`config.mk`:
```
export PLATFORM = sky130hd
export DESIGN_NAME = parser_conf_loader
export DESIGN_NICKNAME = d
export VERILOG_FILES = /design/src/rtl/parser_conf_loader.sv
export SDC_FILE = /design/constraint.sdc
export NUM_CORES = 2
export LEC_CHECK = 0
export CORE_AREA = 10 10 524 526
export CTS_BUF_LIST = sky130_fd_sc_hd__clkbuf_16
export DETAILED_ROUTE_END_ITERATION = 12
export DIE_AREA = 0 0 534 536
export PLACE_DENSITY = 0.76
export RECOVER_POWER = 100
export SLEW_MARGIN = 30
export SYNTH_ARGS = -nofsm -noshare
export SYNTH_HDL_FRONTEND = slang
export SYNTH_SLANG_ARGS = --single-unit
```
`constraint.sdc`:
```
create_clock -name i_clk -period 7.7 [get_ports i_clk]
set_input_delay 1.54 -clock i_clk [delete_from_list [all_inputs] [get_ports i_clk]]
set_output_delay 1.54 -clock i_clk [all_outputs]
set_load 0.1 [all_outputs]
```
`src/rtl/parser_conf_loader.sv`:
```
`default_nettype none
// ============================================================================
// Module   : parser_conf_loader
// Purpose  : Replays a table of (rule_addr, rule_wdata) entries onto the
//            Parser_Top rule bus and holds off PHV injection while it runs.
//            Optional read-back verification is enabled by defining the
//            macro RULE_READBACK_EN.
// Revision : 1.0 - initial release
// ============================================================================
module parser_conf_loader #(
  parameter int DEPTH      = 64,
  parameter int GAP        = 0,
  parameter int RD_TIMEOUT = 16,
  parameter int IDX_W      = $clog2(DEPTH)
) (
  input  logic             i_clk,
  input  logic             i_rst_n,
  input  logic             i_tbl_wren,
  input  logic [IDX_W-1:0] i_tbl_idx,
  input  logic [31:0]      i_tbl_addr,
  input  logic [31:0]      i_tbl_wdata,
  input  logic [IDX_W:0]   i_tbl_len,
  input  logic             i_start,
  output logic             o_busy,
  output logic             o_done,
  output logic             o_err,
  output logic [IDX_W-1:0] o_err_idx,
  output logic             o_hold,
  output logic             o_rule_wren,
  output logic             o_rule_rden,
  output logic [31:0]      o_rule_addr,
  output logic [31:0]      o_rule_wdata,
  input  logic             i_rule_rdata_valid,
  input  logic [31:0]      i_rule_rdata
);

  localparam logic [2:0] c_ST_IDLE    = 3'd0;
  localparam logic [2:0] c_ST_WRITE   = 3'd1;
  localparam logic [2:0] c_ST_GAP     = 3'd2;
`ifdef RULE_READBACK_EN
  localparam logic [2:0] c_ST_RD      = 3'd3;
  localparam logic [2:0] c_ST_WAIT_RD = 3'd4;
`endif
  localparam logic [2:0] c_ST_DONE    = 3'd5;

  localparam logic [3:0]   c_GAP_LAST = (GAP > 0) ? (GAP[3:0] - 4'd1) : 4'd0;
  localparam logic [IDX_W:0] c_DEPTH  = DEPTH[IDX_W:0];

  logic [2:0]       state_q, state_d;
  logic [IDX_W-1:0] idx_q, idx_d;
  logic [IDX_W:0]   len_q, len_d;
  logic [3:0]       gap_cnt_q, gap_cnt_d;
  logic [63:0]      tbl_q [DEPTH];

  logic             w_busy;
  logic             w_last;
  logic [IDX_W:0]   w_len_start;
  logic [2:0]       w_after_xfer;
  logic [31:0]      w_entry_addr;
  logic [31:0]      w_entry_wdata;

  assign w_busy        = (state_q != c_ST_IDLE) && (state_q != c_ST_DONE);
  assign w_last        = ({1'b0, idx_q} == (len_q - 1'b1));
  assign w_len_start   = (i_tbl_len > c_DEPTH) ? c_DEPTH : i_tbl_len;
  assign w_entry_addr  = tbl_q[idx_q][63:32];
  assign w_entry_wdata = tbl_q[idx_q][31:0];

  // Where to go once an entry is fully handled: the gap only separates
  // writes, so the final entry goes straight to DONE.
  assign w_after_xfer  = w_last ? c_ST_DONE : ((GAP > 0) ? c_ST_GAP : c_ST_WRITE);

  // Table storage: accepts writes only while idle and survives reset
  always_ff @(posedge i_clk) begin
    if (i_tbl_wren && !w_busy) begin
      tbl_q[i_tbl_idx] <= {i_tbl_addr, i_tbl_wdata};
    end
  end

`ifdef RULE_READBACK_EN
  localparam int               c_TMO_W      = $clog2(RD_TIMEOUT + 1);
  localparam int               c_TMO_LAST_I = RD_TIMEOUT - 1;
  localparam logic [c_TMO_W-1:0] c_TMO_LAST = c_TMO_LAST_I[c_TMO_W-1:0];

  logic [c_TMO_W-1:0] tmo_q, tmo_d;
  logic               err_q, err_d;
  logic [IDX_W-1:0]   err_idx_q, err_idx_d;
  logic               w_tmo;
  logic               w_mismatch;

  assign w_tmo      = (state_q == c_ST_WAIT_RD) && !i_rule_rdata_valid && (tmo_q == c_TMO_LAST);
  assign w_mismatch = w_tmo || (i_rule_rdata_valid && (i_rule_rdata != w_entry_wdata));

  // Read-back bookkeeping: wait timer and sticky first-error capture
  always_comb begin
    err_d     = err_q;
    err_idx_d = err_idx_q;
    tmo_d     = (state_q == c_ST_WAIT_RD) ? (tmo_q + 1'b1) : '0;
    if ((state_q == c_ST_IDLE) && i_start) begin
      err_d     = 1'b0;
      err_idx_d = '0;
    end else if ((state_q == c_ST_WAIT_RD) && w_mismatch && !err_q) begin
      err_d     = 1'b1;
      err_idx_d = idx_q;
    end
  end

  // Read-back registers
  always_ff @(posedge i_clk) begin
    if (!i_rst_n) begin
      tmo_q     <= '0;
      err_q     <= 1'b0;
      err_idx_q <= '0;
    end else begin
      tmo_q     <= tmo_d;
      err_q     <= err_d;
      err_idx_q <= err_idx_d;
    end
  end
`else
  logic w_unused_rdata;
  assign w_unused_rdata = ^{i_rule_rdata_valid, i_rule_rdata};
`endif

  // State and sequencing registers
  always_ff @(posedge i_clk) begin
    if (!i_rst_n) begin
      state_q   <= c_ST_IDLE;
      idx_q     <= '0;
      len_q     <= '0;
      gap_cnt_q <= '0;
    end else begin
      state_q   <= state_d;
      idx_q     <= idx_d;
      len_q     <= len_d;
      gap_cnt_q <= gap_cnt_d;
    end
  end

  // Next-state and index/length/gap sequencing
  always_comb begin
    state_d   = state_q;
    idx_d     = idx_q;
    len_d     = len_q;
    gap_cnt_d = (state_q == c_ST_GAP) ? (gap_cnt_q + 4'd1) : 4'd0;
    case (state_q)
      c_ST_IDLE: begin
        if (i_start) begin
          len_d   = w_len_start;
          idx_d   = '0;
          state_d = (w_len_start == '0) ? c_ST_DONE : c_ST_WRITE;
        end
      end
      c_ST_WRITE: begin
`ifdef RULE_READBACK_EN
        state_d = c_ST_RD;
`else
        state_d = w_after_xfer;
`endif
      end
      c_ST_GAP: begin
        if (gap_cnt_q == c_GAP_LAST) begin
          state_d = c_ST_WRITE;
        end
      end
`ifdef RULE_READBACK_EN
      c_ST_RD: begin
        state_d = c_ST_WAIT_RD;
      end
      c_ST_WAIT_RD: begin
        if (i_rule_rdata_valid || w_tmo) begin
          state_d = w_after_xfer;
        end
      end
`endif
      c_ST_DONE: begin
        state_d = c_ST_IDLE;
      end
      default: begin
        state_d = c_ST_IDLE;
      end
    endcase
    // Every re-entry into WRITE from inside a replay moves to the next entry
    if ((state_q != c_ST_IDLE) && (state_d == c_ST_WRITE)) begin
      idx_d = idx_q + 1'b1;
    end
  end

  // Outputs; bus strobes are masked while reset is held so a reset cycle
  // never carries a partial rule access
  always_comb begin
    o_busy       = w_busy;
    o_hold       = w_busy;
    o_done       = (state_q == c_ST_DONE);
    o_rule_wren  = i_rst_n && (state_q == c_ST_WRITE);
    o_rule_rden  = 1'b0;
    o_rule_addr  = 32'd0;
    o_rule_wdata = 32'd0;
    o_err        = 1'b0;
    o_err_idx    = '0;
`ifdef RULE_READBACK_EN
    o_rule_rden  = i_rst_n && (state_q == c_ST_RD);
    o_err        = err_q;
    o_err_idx    = err_idx_q;
    if (i_rst_n && ((state_q == c_ST_WRITE) || (state_q == c_ST_RD))) begin
      o_rule_addr  = w_entry_addr;
      o_rule_wdata = w_entry_wdata;
    end
`else
    if (i_rst_n && (state_q == c_ST_WRITE)) begin
      o_rule_addr  = w_entry_addr;
      o_rule_wdata = w_entry_wdata;
    end
`endif
  end

endmodule
`default_nettype wire

```
==> impl_metrics.ini <==
[route]
via_per_inst = 7.19
via_count = 79049
drt_iter0_markers = 12933
drtAntennaViolNets = 0
drc_errors = 0
postRouteWirelength_mm = 441
wire_per_inst_um = 40.1
drt_pass1_iterations = 8

[sta]
layout_worst_path_cycle_share_pct = 96.3
fin_tns_setup_ns = 0
worst_pin_slew_ns = 5.16
grt_setup_unrepaired = no
final_hold_viol_count = 0
timing.max_slew.rel_slack_pct = -244
clock.fmax_mhz = 135
finalMaxSlewViolations = 7811
post-route-min-period_ns = 7.41
whs_ns = 0.505
final_worst_slack_ns = 0.285
setup_viol = 0
finClkSkew_ns = 0.0410

[die]
dieArea_mm2 = 0.286
die_w_um = 534
pin_count = 190
initial_utilization_pct = 59.8
design.core.area_mm2 = 0.264
placementRows = 189
floorplan.die.height_um = 536

[synth]
synth-seq-cells = 4122
yosys-top-cells-area = edfxtp_1, mux4_2, mux2i_1
synthTopCellsByCount = edfxtp_1, mux4_2, mux2i_1
ys_warn_count = 0
post-synth-top-area-fraction_pct = 77.9
synth-async-reset-ratio_pct = 0
synth.avg_cell_area_um2 = 23.5
synthDistinctLibCells = 58
leading_cell_type_by_number_of_instances_after_synthesis = edfxtp_1
syn-instance-count = 6707
seq_area_frac_synth_pct = 78.2
synth_flop_cell = edfxtp_1
synth-edff-count = 4096
netlist_area_mm2 = 0.158
yosys.area.top_type = edfxtp_1

[layout]
finalNetCount = 7253
layout-drive-gt1-share_pct = 25.5
filler_cells = 15578
areaGrowthSynthToFinish_pct = 11.7
multi_input_comb_area_mm2 = 0.0325
sequential_cell_area_mm2 = 0.124
finish.cell_count_without_fillers = 10994

[flow_run]
drv_cap = 194

[clocking]
cts_tree = yes
clk_latency_ns = 0.90
cts-resized-gates = 0
clkTransAtPathRegs_ns = 0.06
cts-hold-fix-buffers = 0
cts_root_buffer = clkbuf_16
numCtsBuffers = 384
h-tree-depth = 5
cts_buffer_depth = 4
cts_num_sinks = 4122
postCtsSetupBuffers = 0

[placed_design]
place_inst = 10276
post_place_worst_slack_ns = 1.05
place_congestion = 0.796
port-buffer-count = 148
place_hpwl_mm = 221

[grt]
grt_max_degree = 106
globalRouteOverflowTotal = 0
grt_pass1_vias = 79631
global_route_wire_length_before_repair_mm = 616
grt_use_total_pct = 30.5
grt_antenna_before_repair = 36

[critical_path]
timing.critical_path.fanout_max = 29
crit_slowest_cell = nand2_2
critPathCaptureType = output pin
timing.critical_path.arrival_ns = 5.87
timing.critical_path.slowest_cell_delay_ns = 1.01
critPathRequiredTime_ns = 6.16
path_cells = dlygate4sd3_1 -> buf_4 -> nand2_1 -> nor3_2 -> nand2_2 -> a31oi_1 -> clkbuf_1
setup.worst_path.class = input port to output pin
startpoint_type_of_the_worst_setup_path = input port

[power]
cellLeakagePower_nw = 52.8
vdd_drop_max_uv = 200
power.density_mw_per_mm2 = 267

[worst_hold_path]
hold_path.class = register to register

[outcome]
status = finished with violations
violations = capacitance limit, slew limit
## cells by family (layout without fill, tap and decap cells)
family	count (synthesis)	after routing	synth area share [%]
AO/OA/AOI/OAI	449	449	1.95
XOR/XNOR	10	10	0.0555
adder cells (fa/ha/maj)	4	4	0.0317
buffers and inverters	397	1123	1.26
flip-flops	4122	4122	78.2
multiplexers	1410	1410	17.5
other	1	29	0.00238
AND/OR/NAND/NOR	314	314	1.01
## per-layer routing
metal / part of all wire (%) / up-vias / global-route usage, % / routed length [um]
met5: 0.0075 / - / 0 / 33
met4: 5.4 / 6 / 14.0 / 23700
met3: 14 / 1268 / 8.86 / 61900
met2: 48 / 6873 / 47.5 / 209000
met1: 33 / 41278 / 40.6 / 146000
li1: - / 29624 / - / -
## where the power goes
part / switching [mW] / internal, mW / total [mW]
clock: 8.17 / 10.6 / 18.7
sequential: 0.0501 / 24.8 / 24.8
combinational: 1.94 / 1.59 / 3.53
total: 10.2 / 36.9 / 47.1
## placed cells by master (no fill, tap or decap), types with 57 or more instances in the layout
cell       instances
inv_1             82
mux2_2            64
a31oi_1           64
o22a_1            64
mux2i_1          277
nor2b_1           93
o22ai_1           65
o211ai_1          66
clkinv_2          57
a21oi_1           90
a211oi_1          84
nor2_1            72
clkinv_1          89
buf_12            89
nand2_1           83
clkbuf_16        394
edfxtp_1        4096
clkbuf_1         193
mux4_2          1069
buf_4             76
## path summary, 6_finish.rpt
| kind | start | to | slack (ns) | depth (start not counted) |
|---|---|---|---|---|
| setup / recovery | i_rst_n | o_rule_addr[10] | 0.29 | 7 |
| hold / removal | gap_cnt_q[0]$_SDFF_PN0_ | gap_cnt_q[0]$_SDFF_PN0_ | 0.50 | 1 |
| setup reg to reg | state_q[2]$_SDFF_PN0_ | tbl_q[3][29]$_DFFE_PP_ | 0.29 | 7 |
| hold reg to reg | gap_cnt_q[0]$_SDFF_PN0_ | gap_cnt_q[0]$_SDFF_PN0_ | 0.50 | 1 |
## flip-flops by register name, summed over array words and instances (netlist names), named ones only
signal,cells
gap_cnt_q,4
idx_q,6
len_q,7
tbl_q,4096
state_q,3
## final cells by class
class                   instances  area share (%)
clock inverters               297            1.38
diodes                         21          0.0298
multi-input cells            2195            18.4
clock buffers                 394            5.59
repair buffers                424            2.02
inverters                       8          0.0170
well taps                    3533            2.51
flip-flops and latches       4122            70.0
## metrics by stage
stage	area [um^2]	total power [mW]	utilization, %
finish	176000	47.1	66.8
global route	176000	48.2	66.8
CTS	179000	47.2	67.6
detailed placement	166000	28.8	63.0
global placement	165000	28.7	62.6
floorplan	158000	27.8	-
## critical path, delay by kind of cell
| family | cells | cell delay, ns |
|---|---|---|
| simple gates | 3 | 1.67 |
| buf+inv | 3 | 1.70 |
| compound gates | 1 | 0.93 |
No activity file was read; power rests on OpenSTA's default activity.
